<file path="config.mk">
export PLATFORM = sky130hd
export DESIGN_NAME = lfsr_seq_ctrl
export DESIGN_NICKNAME = d
export VERILOG_FILES = /design/src/rtl/lfsr_seq_ctrl.sv
export SDC_FILE = /design/constraint.sdc
export NUM_CORES = 1
export LEC_CHECK = 0
export ABC_AREA = 1
export CORE_MARGIN = 4
export CORE_UTILIZATION = 50
export CTS_CLUSTER_SIZE = 16
export DETAILED_ROUTE_END_ITERATION = 7
export HOLD_SLACK_MARGIN = 0.03
export PLACE_DENSITY = 0.76
export RECOVER_POWER = 100
export SETUP_SLACK_MARGIN = 0.05
export SLEW_MARGIN = 20
export SYNTH_ARGS = -nofsm -noshare
export SYNTH_HDL_FRONTEND = slang
export SYNTH_SLANG_ARGS = --single-unit
export TNS_END_PERCENT = 20
</file>
<file path="constraint.sdc">
create_clock -name clk -period 2.75 [get_ports clk]
set_clock_uncertainty 0.2 [all_clocks]
set_input_delay 0.55 -clock clk [delete_from_list [all_inputs] [get_ports clk]]
set_output_delay 0.55 -clock clk [all_outputs]
set_load 0.05 [all_outputs]
</file>
<file path="src/rtl/lfsr_seq_ctrl.sv">
// lfsr_seq_ctrl -- prescaled step sequencer driving a 4-bit XNOR LFSR and an
// 8-bit display shift register.
//
// A run is requested with start; every (div+1) clk cycles the sequencer
// issues a step, which advances the LFSR and shifts the display register.
// A run ends after nsteps steps (done pulse), or runs forever when
// nsteps == 0. stop pauses a run and, from pause, aborts it.
//
// Optional feature macro: LFSR_SEED_EN (adds seed / seed_load inputs).
//
// Ports:
//   clk        in   clock, rising edge
//   clr        in   asynchronous active-high reset
//   start      in   run / resume request (level)
//   stop       in   pause / abort request (level), wins over start
//   div        in   [DIV_W] step period minus 1, in clk cycles
//   nsteps     in   [CNT_W] steps per run, 0 = free-run
//   seed       in   [4] LFSR seed value          (LFSR_SEED_EN only)
//   seed_load  in   load seed while idle          (LFSR_SEED_EN only)
//   busy       out  high in RUN and PAUSE
//   done       out  one-cycle pulse on run completion
//   step       out  high in the cycle before each advance edge
//   lfsr_q     out  [4] LFSR state
//   disp       out  [8] display shift register
module lfsr_seq_ctrl #(
  parameter int DIV_W = 16,
  parameter int CNT_W = 8
) (
  input  logic             clk,
  input  logic             clr,
  input  logic             start,
  input  logic             stop,
  input  logic [DIV_W-1:0] div,
  input  logic [CNT_W-1:0] nsteps,
`ifdef LFSR_SEED_EN
  input  logic [3:0]       seed,
  input  logic             seed_load,
`endif
  output logic             busy,
  output logic             done,
  output logic             step,
  output logic [3:0]       lfsr_q,
  output logic [7:0]       disp
);

  typedef enum logic [1:0] {
    S_IDLE  = 2'd0,
    S_RUN   = 2'd1,
    S_PAUSE = 2'd2,
    S_DONE  = 2'd3
  } state_t;

  state_t           state_q, state_d;
  logic [DIV_W-1:0] presc_q, presc_d;
  logic [CNT_W-1:0] rem_q,   rem_d;
  logic [3:0]       lfsr_d;
  logic [7:0]       disp_q,  disp_d;
  logic             step_c;

  always_ff @(posedge clk or posedge clr) begin
    if (clr) begin
      state_q <= S_IDLE;
      presc_q <= '0;
      rem_q   <= '0;
      lfsr_q  <= 4'b0000;
      disp_q  <= 8'h00;
    end else begin
      state_q <= state_d;
      presc_q <= presc_d;
      rem_q   <= rem_d;
      lfsr_q  <= lfsr_d;
      disp_q  <= disp_d;
    end
  end

  always_comb begin
    state_d = state_q;
    presc_d = presc_q;
    rem_d   = rem_q;
    lfsr_d  = lfsr_q;
    disp_d  = disp_q;
    step_c  = 1'b0;

    case (state_q)
      S_IDLE: begin
        if (start && !stop) begin
          state_d = S_RUN;
          presc_d = '0;
          rem_d   = nsteps;
        end
`ifdef LFSR_SEED_EN
        // The all-ones lockup state is never loaded; it maps to zero.
        if (seed_load) begin
          lfsr_d = (seed == 4'b1111) ? 4'b0000 : seed;
          disp_d = 8'h00;
        end
`endif
      end

      S_RUN: begin
        if (stop) begin
          // Pause holds prescaler and remaining count; no step this cycle.
          state_d = S_PAUSE;
        end else if (presc_q == div) begin
          step_c  = 1'b1;
          presc_d = '0;
          // remaining == 0 marks a free-running sequence: never counts down.
          if (rem_q != '0) begin
            rem_d = rem_q - 1'b1;
            if (rem_q == CNT_W'(1)) begin
              state_d = S_DONE;
            end
          end
        end else begin
          // If div drops below the current count, this wraps via all-ones.
          presc_d = presc_q + 1'b1;
        end
      end

      S_PAUSE: begin
        if (stop) begin
          state_d = S_IDLE;
        end else if (start) begin
          state_d = S_RUN;
        end
      end

      S_DONE: begin
        state_d = S_IDLE;
      end

      default: begin
        state_d = S_IDLE;
      end
    endcase

    if (step_c) begin
      lfsr_d = {lfsr_q[0], ~(lfsr_q[3] ^ lfsr_q[0]), lfsr_q[2], lfsr_q[1]};
      disp_d = {lfsr_q[2], disp_q[7:1]};
    end
  end

  assign step = step_c;
  assign busy = (state_q == S_RUN) || (state_q == S_PAUSE);
  assign done = (state_q == S_DONE);
  assign disp = disp_q;

endmodule

</file>
; After elaboration in Yosys (flattened, before gate mapping)
; Index checks and enable logic that the tools add are counted.
[op_classes]
addsub = 2
eq_ne = 13
n_mux = 20
bitwise = 2
reduce_logical = 9
[op_table]
columns = cell, count
row1 = 16-bit two-way mux, 3
row2 = 8-bit two-way mux, 4
row3 = 16-bit case mux with 2 select lines, 1
row4 = 16-bit by 1-bit adder with 16-bit output (second input constant), 1
row5 = 16-bit equality test, 1
row6 = 8-bit case mux with 2 select lines, 1
row7 = 2-bit two-way mux, 7
row8 = 3-bit != test (second input constant), 4
row9 = 5-bit AND reduction, 2
row10 = 8-bit by 1-bit equality test with 1-bit output (second input constant), 1
row11 = 2-bit != test (second input constant), 4
row12 = 2-bit case mux with 4 select lines, 1
row13 = 8-bit nonzero test, 1
row14 = 8-bit by 1-bit subtractor with 8-bit output (second input constant), 1
row15 = 2-bit equality test (second input constant), 2
row16 = 1-bit two-way mux, 3
row17 = 3-bit AND reduction, 1
row18 = 2-bit by 1-bit equality test with 1-bit output (second input constant), 1
row19 = 2-bit zero test, 1
row20 = 2-bit nonzero test, 1
row21 = 1-bit logical AND, 1
row22 = 1-bit zero test, 1
row23 = 1-bit logical OR, 1
row24 = 1-bit inverter, 1
row25 = 1-bit bitwise XOR, 1
[word_totals]
regBits = 38
input_bits = 28
out_inout_bits = 15
word_cells = 51

; Logic depth before layout (Yosys ltp)
; Gate-level depths: netlist (run 1).
[logic_depth]
depth_word = 6
ltp_mapped = 12

; Worst setup path after synthesis (run 1)
; OpenSTA, ideal clock, no wires.
[synth_path]
path_kind = input-to-output
start = input div[10]
end = output step
arrival_time_ns = 1.372
setup_slack_ns = 0.628
cell_stages = 8
n_path_buf = 0
cell_sequence = inv_1 > nand2_1 > nand2_1 > nor2_1 > nand2_1 > nor2_2 > nand4_1 > clkinv_1
[synth_between]
elab_chain_len = 4
[synth_rtl]
columns = item, line_no
row1 = from (decl), 33  ; input logic [DIV_W-1:0] div,
row2 = 16-bit equality test, 104  ; end else if (presc_q == div) begin
row3 = 1-bit two-way mux, 104
row4 = 1-bit two-way mux, 101  ; if (stop) begin
row5 = 1-bit two-way mux, 84  ; case (state_q)
row6 = to (decl), 41  ; output logic step,
; No other way between the ends.

; Worst setup path in the final report (run 1)
[layout_path]
start = register state_q[0]
end = output busy
[layout_between]
elab_chain_len = 2
[layout_rtl]
columns = item, line_no
row1 = from (decl), 53  ; state_t state_q, state_d;
row2 = from (signal assigned), 68  ; state_q <= state_d;
row3 = 2-bit by 1-bit equality test with 1-bit output / 2-bit equality test (equally long branches), 144  ; assign busy = (state_q == S_RUN) || (state_q == S_PAUSE);
row4 = 1-bit logical OR *, 144
row5 = to (decl), 39  ; output logic busy,
; Mark *: on every way between the ends. The rest lies on a longest branch, timed or not.

==> impl_summary.log, run 1 <==
INFO  metric critPathLaunchType = flip-flop
INFO  metric clk_transition_reported_paths = 70 ps
INFO  metric path_class = flip-flop to output port
INFO  metric dieHeight = 77.48 um
INFO  metric syn_area_per_cell = between 6 and 7 um2
INFO  metric grt_first_pass_wirelength = a little under 10000 um
INFO  metric max_cap_violations = 0
INFO  metric cellLeakagePower = roughly 1.7 nW
INFO  metric cp_data_required_time = 2000 ps
INFO  metric min-delay-start = disp[0]
INFO  metric grt_pass1_vias = between 2000 and 2500
INFO  metric cts.htree.levels = 2
INFO  metric postSynthCellCount = about 360
INFO  metric design.portCount = 43
INFO  metric antenna_violations_before_repair = 0
INFO  metric netlist.area_leader.share = a little over a third
INFO  metric dpl.hpwl = ~4000 um
INFO  metric yosysWarningCount = 0
INFO  metric maximum_number_of_pins_on_one_net_before_global_route_repair = 36
INFO  metric min_delay_path_depth = 2
INFO  metric die-area = roughly 6000 um2
INFO  metric final_hold_viol_count = 0
INFO  metric postRouteAntennaNets = 0
INFO  metric synthTopCellsByCount = 139 x nand2_1, 47 x inv_1, 43 x nor2_1, 35 x dfrtp_1, 20 x nand3_1
INFO  metric synth_edf_count = 0
INFO  metric fillerInstances = 436
INFO  metric timing.setup.tns = 0 ps
INFO  metric num_antenna_cells = 0
INFO  metric synth-seq-cells = 35
INFO  metric cts-root-buf = clkbuf_8
INFO  metric synth_cell_types = 26
INFO  metric synth_fp_nets = between 300 and 400
INFO  metric crit_arrival = around 1900 ps
INFO  metric track_usage = 19.90%
INFO  metric whs_endpoint = disp[0]
INFO  metric final_cells = 468
INFO  metric max_freq = 0.3817 GHz
INFO  metric yosysMostFrequentCell = nand2_1
INFO  metric worstPathMaxFanout = 4
INFO  metric postCtsSetupRepairBufs = 0
INFO  metric start_util = roughly half
INFO  metric number_of_design_rule_violations_left_after_detail_routing = 0
INFO  metric multiInputGateArea = 1250 um2
INFO  metric syn_area = around 2400 um2
INFO  metric rows = 25
INFO  metric timing_max_transition_violations_final = 0
INFO  metric synth.largest_area_cell = dfrtp_1
INFO  metric final_core_utilization = roughly two thirds
INFO  metric holdBufCountCts = 0
INFO  metric cts-buffers-inserted = 5
INFO  metric final_layout_size_suffix_gt1_share = 6.763%
INFO  metric core = ~4700 um2
INFO  metric r2r-start = state_q[1]
INFO  metric drt_pass1_iterations = 4
INFO  metric max-slew-margin-rel = approximately two fifths
INFO  metric finalWeightedCongestion = between 0.8 and 0.9
INFO  metric final.min_clock_period = around 2600 ps
INFO  metric num_vias = 2319
INFO  metric worst_r2r_path_depth = 10
INFO  metric numPlacedInstances = between 400 and 500
INFO  metric io_buffers = 42
INFO  metric crit-reg2reg-capture = rem_q[1]
INFO  metric powerDensity = 724.5 nW/um2
INFO  metric synth.yosys.seq_area_share = between 30% and 40%
INFO  metric drt_wl_total = about 5500 um
INFO  metric run_status = finished, final reports clean
INFO  metric endpoint_kind = output port
INFO  metric dpl-instance-area = 2910 um2
INFO  metric ys_dominant_reg_cell = dfrtp_1
INFO  metric vdd.ir_drop.worst = around 0.46 mV
INFO  metric worst_pin_slew = about 900 ps
INFO  metric minimum_setup_slack_among_reg_to_reg_paths = ~380 ps
INFO  metric ctsLongestPathBuffers = 2
INFO  metric rsz0062_at_grt = false
INFO  metric report.final.setup_viol = 0
INFO  metric grt_overflow = 0
INFO  metric clkSinkCount = 35
INFO  metric post_drt_via_cell_ratio = 4.955
INFO  metric tritoncts = built
INFO  metric layout.area.seq = around 880 um2
INFO  metric final_area = a little over 3000 um2
INFO  metric drt_iter0_markers = 94
INFO  metric area_growth = 25.71%
INFO  metric worst_hold_path_type = flip-flop to flip-flop
INFO  metric clk_latency = roughly 290 ps
INFO  metric width_of_the_die = 77.48 um
INFO  metric final_net_count = approximately 450
INFO  metric period_share = between 90 and 100%
INFO  metric synthArstFlopShare = 100.0%
INFO  metric detail_route.wl_per_cell = 11.69 um
INFO  metric yosys-top-cells-area = dfrtp_1 36%, nand2_1 22%, inv_1 7.3%
[cells by family (layout without fill, tap and decap cells)]
| kind of cell | Yosys count | in the layout | synth area share [%] |
|---|---|---|---|
| AOI/OAI and AO/OA | 16 | 16 | 3.629 |
| xor gates and xnor gates | 11 | 11 | 3.992 |
| adders and majority gates | 8 | 8 | 4.147 |
| buffers and inverters | 63 | 114 | 11.72 |
| DFF | 35 | 35 | 36.29 |
| and+or+nand+nor | 230 | 230 | 40.23 |
[worst max-delay path by stage]
stage,from,end,slack (ps),cells after the start
finish,state_q[0],busy,130,3
detailed placement,div[12],step,60,10
global route,div[10],step,60,10
floorplan,div[10],step,630,8
CTS,div[12],step,50,10
global placement,div[12],step,70,10
[stage by stage]
step	power, W	setup slack [ps]	hold slack (ps)
global placement	0.001745	70.35	263.3
CTS	0.002258	54.33	297.8
detailed placement	0.001779	56.68	277.8
finish	0.002198	130.2	285.9
floorplan	0.001509	627.5	263.6
global route	0.002389	57.10	327.2
[critical path, stage by stage (launching register included)]
cell             delay [ps]
dfrtp_1                 400
inv_1                   110
ha_1                    290
clkdlybuf4s50_1         790
[per-layer routing]
layer / part of all wire (%) / track usage [%] / up-vias
met2: 52 / 37.05 / 41
met4: 1.0 / 8.007 / 0
met3: 4.2 / 3.828 / 6
li1: - / - / 1226
met1: 43 / 22.03 / 1046
met5: 0 / 0 / -
[report_power, final]
part	switching, W	internal [W]
registers	0.0000892	0.000600
clock network	0.000194	0.000270
logic	0.000690	0.000355
[registers in the layout, indices dropped and copies added, names as in the netlist]
name / cells
presc_q: 16
rem_q: 8
lfsr_q: 3
disp: 6
state_q: 2
[layout by cell type, fill, tap and decap left out, drive strengths merged]
cell | netlist | final
nand4 | 17 | 17
a211oi | 1 | 1
o21ai | 12 | 12
nand3 | 21 | 21
o31ai | 1 | 1
xor2 | 11 | 11
clkdlybuf4s50 | 0 | 13
clkbuf | 2 | 10
nand2 | 142 | 142
bufinv | 0 | 1
dfrtp | 35 | 35
nor3 | 4 | 4
clkinv | 1 | 2
a31oi | 2 | 2
ha | 8 | 8
nor3b | 1 | 1
dlygate4sd3 | 0 | 15
nor2 | 45 | 45
buf | 8 | 7
inv | 52 | 53
dlymetal6s2s | 0 | 13
[area by class of cell]
class | instances | share of cell area [%]
well taps | 54 | 2.227
flip-flops and latches | 35 | 28.87
clock inverters | 3 | 1.443
multi-input cells | 265 | 41.20
inverters | 53 | 6.557
clock buffers | 5 | 2.268
repair buffers | 53 | 17.44
[repair_timing]
item,in CTS,in global routing
setup endpoints to repair,0,1
resized for setup,0,15
endpoints found under the hold margin,0,0
Note: power is estimated with default switching activity, not from simulation.
==> run 2: changes to the inputs <==
CORE_UTILIZATION = 48   (was 50)
PLACE_DENSITY = 0.77   (was 0.76)
clock period = 2.4 ns   (was 2.75 ns; I/O delays follow)
==> run 2 against run 1 <==
- routed wire length rose by 3.4%
- global-route usage shrank 0.83 points
- worst hold slack hardly changed
- critical path depth grew 3
- count of clock-buffer cells in the layout unchanged
- sequential power is 13% higher
- die area increased by 3.7%
- utilization increased by 1.0 points
- setup slack got worse by 27 ps
- first-iteration DRC count increased by 17%
- largest cell class unchanged
- largest power group unchanged
==> impl_summary.log, run 2 (synthesis gave the netlist of run 1 again) <==
INFO  metric number_of_design_rule_violations_left_after_detail_routing = 0 (unchanged)
INFO  metric rsz0062_at_grt = true (was false)
INFO  metric endpoint_kind = output port (unchanged)
INFO  metric powerDensity = 834.0 nW/um2 (was 724.5 nW/um2)
INFO  metric rows = 25 (unchanged)
INFO  metric area_growth = 30.22% (was 25.71%)
INFO  metric dieHeight = 78.91 um (was 77.48 um)
INFO  metric buffers_and_inverters_on_the_worst_path = 4 (was 2)
INFO  metric clkSinkCount = 35 (unchanged)
INFO  metric maximum_number_of_pins_on_one_net_before_global_route_repair = 36 (unchanged)
INFO  metric max_cap_violations = 0 (unchanged)
INFO  metric drt_iter0_markers = 110 (was 94)
INFO  metric cp_cell_sequence = inv_1 -> ha_2 -> buf_6 -> nand4_1 -> clkinv_2 -> buf_6 (was inv_1 -> ha_1 -> clkdlybuf4s50_1)
INFO  metric cellLeakagePower = 1.695 nW (was 1.729 nW)
INFO  metric detail_route.wl_per_cell = 11.38 um (was 11.69 um)
INFO  metric detail_route.wirelength.met1 = 2468 um (was 2347 um)
INFO  metric run_status = finished, final reports clean (unchanged)
INFO  metric postRouteAntennaNets = 0 (unchanged)
INFO  metric regMostFlops = presc_q (unchanged)
INFO  metric vdd.ir_drop.worst = 0.5584 mV (was 0.4592 mV)
INFO  metric core = 4786 um2 (was 4692 um2)
INFO  metric antenna_violations_before_repair = 0 (unchanged)
INFO  metric worst_hold_path_type = flip-flop to flip-flop (unchanged)
INFO  metric ctsLongestPathBuffers = 2 (unchanged)
INFO  metric highest_layer = met4 (unchanged)
INFO  metric io_buffers = 42 (unchanged)
INFO  metric cts-root-buf = clkbuf_8 (unchanged)
INFO  metric max_freq = around 0.44 GHz
INFO  metric period_share = between 90% and 100%
INFO  metric start_util = 50.43% (was 51.44%)
INFO  metric timing.setup.tns = 0 ps (unchanged)
INFO  metric timing_max_transition_violations_final = 0 (unchanged)
INFO  metric max-slew-margin-rel = 41.41% (was 40.32%)
INFO  metric critPathLaunchType = flip-flop (unchanged)
INFO  metric final.min_clock_period = 2296 ps
INFO  metric worst_pin_slew = 878.9 ps (was 895.3 ps)
INFO  metric final_layout_size_suffix_gt1_share = 13.49% (was 6.763%)
INFO  metric num_antenna_cells = 0 (unchanged)
INFO  metric track_usage = 19.07% (was 19.90%)
INFO  metric drt_wl_total = 5658 um (was 5471 um)
INFO  metric dpl.hpwl = 4093 um (was 4114 um)
INFO  metric post_drt_via_cell_ratio = 4.936 (was 4.955)
INFO  metric wl_met3 = 230 um (unchanged)
INFO  metric cts.htree.levels = 2 (unchanged)
INFO  metric final_hold_viol_count = 0 (unchanged)
INFO  metric top_cell_family_by_delay_on_the_critical_path = buffers and inverters (unchanged)
INFO  metric cts-buffers-inserted = 5 (unchanged)
INFO  metric grt_pass1_vias = 2268 (was 2348)
INFO  metric grt_first_pass_wirelength = 9563 um (was 9811 um)
INFO  metric die-area = 6227 um2 (was 6002 um2)
INFO  metric met2_wire_length = 2885 um (was 2838 um)
INFO  metric drt_pass1_iterations = 4 (unchanged)
INFO  metric num_vias = 2453 (was 2319)
INFO  metric design.portCount = 43 (unchanged)
INFO  metric fillerInstances = 433 (was 436)
INFO  metric fin_hold_ws = 285.7 ps (was 285.9 ps)
INFO  metric most-common-layout-cells = 138 x nand2_1, 45 x inv_1, 41 x nor2_1, 30 x dfrtp_1 (was 139 x nand2_1, 49 x inv_1, 42 x nor2_1, 35 x dfrtp_1, 20 x nand3_1)
INFO  metric cp_data_required_time = 1720 ps (was 2000 ps)
INFO  metric timing.critical_path.mode_cell = buf_6
INFO  metric finalWeightedCongestion = 0.8562 (unchanged)
INFO  metric number_of_flip_flops_in_the_largest_register = 16 (unchanged)
INFO  metric clk_latency = 290 ps (about the same)
INFO  metric crit_arrival = 1620 ps (was 1870 ps)
INFO  metric slowest_stage = dfrtp_1 (was clkdlybuf4s50_1)
INFO  metric tritoncts = built (unchanged)
INFO  metric width_of_the_die = 78.91 um (was 77.48 um)
INFO  metric final_net_count = 465 (was 449)
INFO  metric worstPathMaxFanout = 10 (was 4)
INFO  metric mostFrequentLayoutCell = nand2_1 (unchanged)
INFO  metric report.final.setup_viol = 0 (unchanged)
INFO  metric path_class = flip-flop to output port (unchanged)
INFO  metric clk_transition_reported_paths = 80 ps (was 70 ps)
INFO  metric grt_overflow = 0 (unchanged)
INFO  metric timing.critical_path.slowest_cell_delay = 400 ps (was 790 ps)
run 2: cell types whose count changed in the layout (fill, tap and decap cells not counted), sizes merged:
cell           before  now
dlygate4sd2         0   15
dlymetal6s2s       13    0
inv                53   52
buf                 7   23
clkdlybuf4s15       0    1
clkbuf             10   11
clkdlybuf4s50      13   12
dlygate4sd3        15   12
clkinv              2    3
run 2: metal layers:
metal / global-route usage (%) / up-vias
met4: 6.014 / 0
met1: 22.32 / 1135
li1: - / 1257
met5: 0 / -
met3: 3.741 / 9
met2: 34.97 / 52
run 2: what timing repair did:
action | in CTS | in global routing
resized for setup | 17 | 13
hold buffers | 0 | 0
setup buffers | 3 | 7
setup endpoints to repair | 1 | 2
pin swaps | 11 | 8
run 2: where the power goes:
group          internal (W)  switching, W
registers          0.000689     0.0000905
clock network      0.000309      0.000231
logic              0.000483      0.000818
run 2: worst paths after layout:
check	depth (start not counted)	startpoint	to	slack [ps]
hold reg to reg	2	disp[0]	disp[0]	290
hold / removal	2	disp[0]	disp[0]	290
setup reg to reg	10	state_q[1]	rem_q[1]	260
setup / recovery	6	state_q[1]	step	100
min in group asynchronous	3	clr	presc_q[10]	690
max in group asynchronous	3	clr	presc_q[0]	710
run 2: final cells by class:
cell class | count | area (um2) | area share [%]
flip-flops and latches | 35 | 882.1 | 28.07
inverters | 53 | 200.2 | 6.369
repair buffers | 69 | 606.8 | 19.31
multi-input cells | 265 | 1257 | 40.01
clock buffers | 5 | 68.82 | 2.189
well taps | 67 | 83.83 | 2.667
clock inverters | 3 | 43.79 | 1.393
run 2: through the flow:
stage	instances	worst slack (ps)	area (um2)	power, W	utilization, %
6_report	497	103.6	3143	0.002621	65.67
5_1_grt	497	10.31	3143	0.002833	65.67
3_5_place_dp	479	-164.4	2982	0.002092	62.30
4_1_cts	490	51.21	3098	0.002639	64.73
3_3_place_gp	479	-144.6	2982	0.002068	62.30
2_1_floorplan	363	392.2	2414	0.001729	-
run 2: tightest hold or removal path, stage by stage, from the launching register on:
cell	delay, ps
dfrtp_1	350
nand2_1	60
nand2_1	50
